==> config.mk <==
export PLATFORM = sky130hd
export DESIGN_NAME = pong_cmd_decoder
export DESIGN_NICKNAME = d
export VERILOG_FILES = /design/src/rtl/pong_cmd_decoder_pkg.sv /design/src/rtl/pong_cmd_decoder.sv
export SDC_FILE = /design/constraint.sdc
export NUM_CORES = 1
export LEC_CHECK = 0
export ABC_CLOCK_PERIOD_IN_PS = 2800
export CAP_MARGIN = 10
export CELL_PAD_IN_SITES_DETAIL_PLACEMENT = 1
export CELL_PAD_IN_SITES_GLOBAL_PLACEMENT = 2
export CORE_MARGIN = 3
export CORE_UTILIZATION = 33
export DETAILED_ROUTE_END_ITERATION = 10
export GPL_TIMING_DRIVEN = 0
export MAX_ROUTING_LAYER = met4
export PLACE_DENSITY = 0.87
export SLEW_MARGIN = 20
export SYNTH_ARGS = -nofsm -noshare
export SYNTH_HDL_FRONTEND = slang
export SYNTH_SLANG_ARGS = --single-unit
export TNS_END_PERCENT = 100
==> constraint.sdc <==
create_clock -name bounderClock -period 2.8 [get_ports bounderClock]
set_input_delay 0.56 -clock bounderClock [delete_from_list [all_inputs] [get_ports bounderClock]]
set_output_delay 0.56 -clock bounderClock [all_outputs]
set_load 0.03 [all_outputs]
==> src/rtl/pong_cmd_decoder_pkg.sv <==
// Shared constants for the Pong command link: packet header, command codes and
// decoder FSM states. The transmit-side packet builder uses the same values.
package pong_cmd_decoder_pkg;

  localparam logic [7:0] HDR   = 8'hA5;
  localparam logic [7:0] CMD_U = 8'h55;
  localparam logic [7:0] CMD_D = 8'h44;
  localparam logic [7:0] CMD_C = 8'h43;
  localparam logic [7:0] CMD_S = 8'h53;
  localparam logic [7:0] CMD_P = 8'h50;

  typedef enum logic [2:0] {
    ST_IDLE = 3'd0,
    ST_CMD  = 3'd1,
    ST_ARG  = 3'd2,
    ST_CHK  = 3'd3,
    ST_EXEC = 3'd4
  } state_t;

  function automatic logic [7:0] sat_inc(input logic [7:0] v);
    return (v == 8'hFF) ? v : v + 8'd1;
  endfunction

endpackage

==> src/rtl/pong_cmd_decoder.sv <==
// Frames 4-byte command packets (A5, cmd, arg, cmd^arg) from the serial byte
// receiver and applies them as Pong controls: paddle moves, serve and pause.
module pong_cmd_decoder
  import pong_cmd_decoder_pkg::*;
#(
  parameter int Y_W         = 10,
  parameter int PADDLE_MIN  = 0,
  parameter int PADDLE_MAX  = 420,
  parameter int PADDLE_INIT = 210,
  parameter int TIMEOUT     = 200
) (
  input  logic           bounderClock,
  input  logic           reset,
  input  logic [7:0]     rx_data,
  input  logic           rx_ready,
  output logic [Y_W-1:0] paddle_y,
  output logic           serve_pulse,
  output logic           paused,
  output logic           cmd_valid,
  output logic [7:0]     cmd_code,
  output logic [7:0]     err_count
);

  localparam logic [Y_W:0]   MIN_X  = (Y_W+1)'(PADDLE_MIN);
  localparam logic [Y_W:0]   MAX_X  = (Y_W+1)'(PADDLE_MAX);
  localparam logic [Y_W-1:0] INIT_Y = Y_W'(PADDLE_INIT);
  localparam logic [15:0]    TMO_LIM = 16'(TIMEOUT);

  state_t         state_reg, state_next;
  logic           ready_d;
  logic [7:0]     cmd_reg, cmd_next;
  logic [7:0]     arg_reg, arg_next;
  logic [15:0]    tmo_reg, tmo_next;
  logic [Y_W-1:0] paddle_reg, paddle_next;
  logic           paused_reg, paused_next;
  logic           serve_reg, serve_next;
  logic           valid_reg, valid_next;
  logic [7:0]     code_reg, code_next;
  logic [7:0]     err_reg, err_next;

  logic           timeout_hit;
  logic [Y_W:0]   arg_x, pad_x, up_raw, dn_raw, up_clamped, dn_clamped;
  logic           up_under;

  // Clamp in one extra bit so neither direction can wrap before saturating.
  assign arg_x      = {{(Y_W-7){1'b0}}, arg_reg};
  assign pad_x      = {1'b0, paddle_reg};
  assign up_raw     = pad_x - arg_x;
  assign up_under   = pad_x < (arg_x + MIN_X);
  assign up_clamped = up_under ? MIN_X : up_raw;
  assign dn_raw     = pad_x + arg_x;
  assign dn_clamped = (dn_raw > MAX_X) ? MAX_X : dn_raw;

  assign timeout_hit = (tmo_reg == TMO_LIM);

  always_comb begin
    state_next  = state_reg;
    cmd_next    = cmd_reg;
    arg_next    = arg_reg;
    tmo_next    = '0;
    paddle_next = paddle_reg;
    paused_next = paused_reg;
    serve_next  = 1'b0;
    valid_next  = 1'b0;
    code_next   = code_reg;
    err_next    = err_reg;

    // ready_d marks the cycle the receiver's data bus holds the new byte.
    if ((state_reg == ST_CMD || state_reg == ST_ARG || state_reg == ST_CHK)
        && !ready_d && !timeout_hit)
      tmo_next = tmo_reg + 16'd1;

    case (state_reg)
      ST_IDLE: begin
        if (ready_d && rx_data == HDR)
          state_next = ST_CMD;
      end
      ST_CMD: begin
        if (ready_d) begin
          cmd_next   = rx_data;
          state_next = ST_ARG;
        end else if (timeout_hit) begin
          err_next   = sat_inc(err_reg);
          state_next = ST_IDLE;
        end
      end
      ST_ARG: begin
        if (ready_d) begin
          arg_next   = rx_data;
          state_next = ST_CHK;
        end else if (timeout_hit) begin
          err_next   = sat_inc(err_reg);
          state_next = ST_IDLE;
        end
      end
      ST_CHK: begin
        if (ready_d) begin
          if (rx_data == (cmd_reg ^ arg_reg)) begin
            state_next = ST_EXEC;
          end else begin
            err_next   = sat_inc(err_reg);
            state_next = ST_IDLE;
          end
        end else if (timeout_hit) begin
          err_next   = sat_inc(err_reg);
          state_next = ST_IDLE;
        end
      end
      ST_EXEC: begin
        state_next = ST_IDLE;
        valid_next = 1'b1;
        code_next  = cmd_reg;
        case (cmd_reg)
          CMD_U:   paddle_next = up_clamped[Y_W-1:0];
          CMD_D:   paddle_next = dn_clamped[Y_W-1:0];
          CMD_C:   paddle_next = INIT_Y;
          CMD_S:   serve_next  = 1'b1;
          CMD_P:   paused_next = ~paused_reg;
          default: begin
            valid_next = 1'b0;
            code_next  = code_reg;
            err_next   = sat_inc(err_reg);
          end
        endcase
      end
      default: state_next = ST_IDLE;
    endcase
  end

  always_ff @(posedge bounderClock or posedge reset) begin
    if (reset) begin
      state_reg  <= ST_IDLE;
      ready_d    <= 1'b0;
      cmd_reg    <= '0;
      arg_reg    <= '0;
      tmo_reg    <= '0;
      paddle_reg <= INIT_Y;
      paused_reg <= 1'b0;
      serve_reg  <= 1'b0;
      valid_reg  <= 1'b0;
      code_reg   <= '0;
      err_reg    <= '0;
    end else begin
      state_reg  <= state_next;
      ready_d    <= rx_ready;
      cmd_reg    <= cmd_next;
      arg_reg    <= arg_next;
      tmo_reg    <= tmo_next;
      paddle_reg <= paddle_next;
      paused_reg <= paused_next;
      serve_reg  <= serve_next;
      valid_reg  <= valid_next;
      code_reg   <= code_next;
      err_reg    <= err_next;
    end
  end

  assign paddle_y    = paddle_reg;
  assign serve_pulse = serve_reg;
  assign paused      = paused_reg;
  assign cmd_valid   = valid_reg;
  assign cmd_code    = code_reg;
  assign err_count   = err_reg;

endmodule

==> results.md <==
* number of hold violations in the final report: 0
* Worst Path Buf+Inv: 2
* post-layout minimum cycle time: 2800 ps
* Global Route Usage Sum: 17.2%
* Top Family by Delay on Critical Path: compound AO/OA/AOI/OAI gates
* pins over their slew limit: 0
* total DRC errors in the routed layout: 0
* overall power consumption: 0.00383 W
* routed length per placed instance: 16.7 µm
* via count: 3439
* total congestion overflow after global routing: 0
* count of standard-cell rows: 40
* root buffer cell: sky130_fd_sc_hd__clkbuf_16
* result of the run: complete, but fails checks
* mean instance size in the synthesized netlist: 9.51 µm²
* initial antenna violation count: 0
* worst hold path type: flop to flop
* post-synthesis net count: 466
* number of cells after detailed placement: 642
* flop and latch count out of synthesis: 65
* TritonCTS clock tree: done
* unrepaired setup endpoints after global routing: true
* number of synthesized flops with an enable pin: 0
* Cell variety after synth: 72
* Post-DP HPWL: 8300 µm
* Most used DFF post-synth: sky130_fd_sc_hd__dfrtp_1
* number of violations reported at the end of detailed-routing iteration 0: 125
* number of standard cells in the final layout excluding fillers: 665
* Crit Path Class: flop to flop
* router iterations before antenna repair: 4
* failing checks: negative setup slack
* synthesis warning total: 0
* total die area: 13900 µm²
* wire length of the first global-routing pass: 18900 µm
* highest-count cells in the layout ignoring fill and taps: sky130_fd_sc_hd__dfrtp_1 (61), sky130_fd_sc_hd__nor2_1 (40), sky130_fd_sc_hd__clkdlybuf4s50_1 (39)
* final WL: 11100 µm
* proportion of synthesized flip-flops having asynchronous set or reset: 100%
* diodes inserted: 0
* clock insertion delay at the later pin of the skew report: 330 ps
* kind of launch point of the worst setup path: flop
* most frequent standard cell in the layout excluding fill and tap cells: sky130_fd_sc_hd__dfrtp_1
* final-report setup violation count: 1
* critical path data required time: 3060 ps
* number of clock buffers inserted by TritonCTS: 9
* maximum count of clock buffers along a single path: 2
* synthesized area: 4130 µm²
* actual transition at the worst max-transition pin: 699 ps
* critical path arrival: 3070 ps
* number of filler cells placed in the layout: 1406
* maximum vdd ir drop: 379 µV
* weighted congestion reported at the end of routability-driven placement: 0.847
* total leakage power: 2.22 nW
* clk_skew: 7.53 ps
* Net count, final: 524
* Max Fclk: 357 MHz
* Max stage delay on crit path: 550 ps
* share of the synthesized area in the top cell type: 37.0%
* synthesized instance count: 434
* final worst path period share: 100%
* cell type with the largest total area after synthesis: sky130_fd_sc_hd__dfrtp_1
* number of global-route vias before repair: 3736
* area growth from synthesis to layout: 26.7%
* layout cells sized above 1: 17.1%
* CTS Hold Buffers Added: 0
* worst slew slack as a fraction of its limit: 53.2%
* count of maximum capacitance violations: 0
* Slowest-stage cell, CP: sky130_fd_sc_hd__dfstp_2
* antenna viol nets, final: 0
* sequential element share of the synthesized area: 39.5%
* die width: 118 µm
* crit path cell chain: inv_2 > fa_2 > or2_1 > a211o_1 > a21oi_4 > xnor2_1 > o211ai_1 > buf_4 > a311oi_4 > a221o_1
* Crit. End Element: flop
* worst-path maximum fanout: 4
* Placement Setup Slack: -292 ps
* via/cell ratio: 5.17
* effective utilization at floorplan: 34.1%
* vertical die dimension: 118 µm
* clock slew at the register clock pins of the worst setup and hold paths: 50 ps
* H-tree depth: 3
* count of clock tree sinks: 65
* count of port buffers added during placement: 39
* ranking of synthesized cells by area: sky130_fd_sc_hd__dfrtp_1 (37%), sky130_fd_sc_hd__xnor2_1 (6.4%), sky130_fd_sc_hd__ha_1 (5.8%)
* largest net degree at the start of global routing: 54
* number of placed I/O pins: 40
* Power Density: 733 nW/µm²
* core area: 12100 µm²
* Finished Core Util: 43.2%
* Worst Setup Slack, final: -4.76 ps
* number of flip-flops in the largest register: 16
[Yosys cell counts (10+ instances only)]
cell	instances
sky130_fd_sc_hd__dfrtp_1	61
sky130_fd_sc_hd__nor2_1	40
sky130_fd_sc_hd__nand2_1	37
sky130_fd_sc_hd__xnor2_1	30
sky130_fd_sc_hd__inv_1	24
sky130_fd_sc_hd__a21oi_1	22
sky130_fd_sc_hd__o21ai_0	20
sky130_fd_sc_hd__ha_1	19
sky130_fd_sc_hd__nor3_1	14
sky130_fd_sc_hd__and3_1	12
sky130_fd_sc_hd__xor2_1	12
sky130_fd_sc_hd__nand3_1	11
sky130_fd_sc_hd__mux2_2	10
[metal layers]
layer | up-vias | global-route usage (%) | part of all wire [%]
met5 | - | - | 0
met4 | 0 | 5.49 | 1.6
met3 | 18 | 3.94 | 3.4
met2 | 63 | 29.2 | 50
met1 | 1716 | 20.4 | 45
li1 | 1642 | - | -
[worst register-to-register path: cells and delay by family, from the launching register on]
kind | cells | cell delay, ps
flops | 1 | 550
simple gates | 1 | 260
buf+inv | 2 | 240
xor+xnor | 1 | 180
fa+ha+maj | 1 | 410
compound gates | 5 | 1100
[final cells by class]
type,instances,area (µm²),area share [%]
Multi-Input combinational cell,329,2440,46.6
Sequential cell,65,1630,31.2
Timing Repair Buffer,48,482,9.21
Clock buffer,13,250,4.78
Tap cell,168,210,4.02
Inverter,24,92.6,1.77
Buffer,15,86.3,1.65
Clock inverter,3,40.0,0.766
[repair_timing]
action | 4_1_cts | 5_1_grt
endpoints found under the hold margin | 0 | 0
endpoints found under the setup margin | 10 | 10
setup buffers | 6 | 2
resized for setup | 9 | 22
pin swaps | 3 | 8
[stage by stage]
stage | hold WS, ps | TNS, ps | cell area [µm²]
final | 469 | -4.76 | 5230
after global routing | 501 | -494 | 5230
after CTS | 477 | 0 | 5120
after detailed placement | 463 | -2810 | 4760
after global placement | 450 | -37070 | 4730
after floorplan | 467 | 0 | 4130
[path summary, 6_finish.rpt]
| check | to | startpoint | cells after the start | slack [ps] |
|---|---|---|---|---|
| max in group asynchronous | paddle_y[4] | reset | 3 | 1720 |
| min reg2reg | paused | paused | 1 | 470 |
| max | paddle_y[2] | paddle_y[1] | 10 | -5 |
| max reg2reg | paddle_y[2] | paddle_y[1] | 10 | -5 |
| min | paused | paused | 1 | 470 |
| min in group asynchronous | tmo_reg[15] | reset | 2 | 500 |
[where the power goes]
group	internal (W)	switching [W]
clock	0.000710	0.000393
combinational	0.000640	0.000868
sequential	0.00108	0.000137
total	0.00243	0.00140
[cells by family (layout without fill, tap and decap cells)]
logic type | after synthesis | in the layout | synth area share [%]
xor+xnor | 43 | 43 | 9.49
buf+inv | 40 | 103 | 4.24
flops | 65 | 65 | 39.5
fa+ha+maj | 21 | 21 | 6.73
simple gates | 165 | 165 | 21.3
compound gates | 88 | 88 | 15.2
mux | 12 | 12 | 3.43
(Power assumes the default switching activity.)
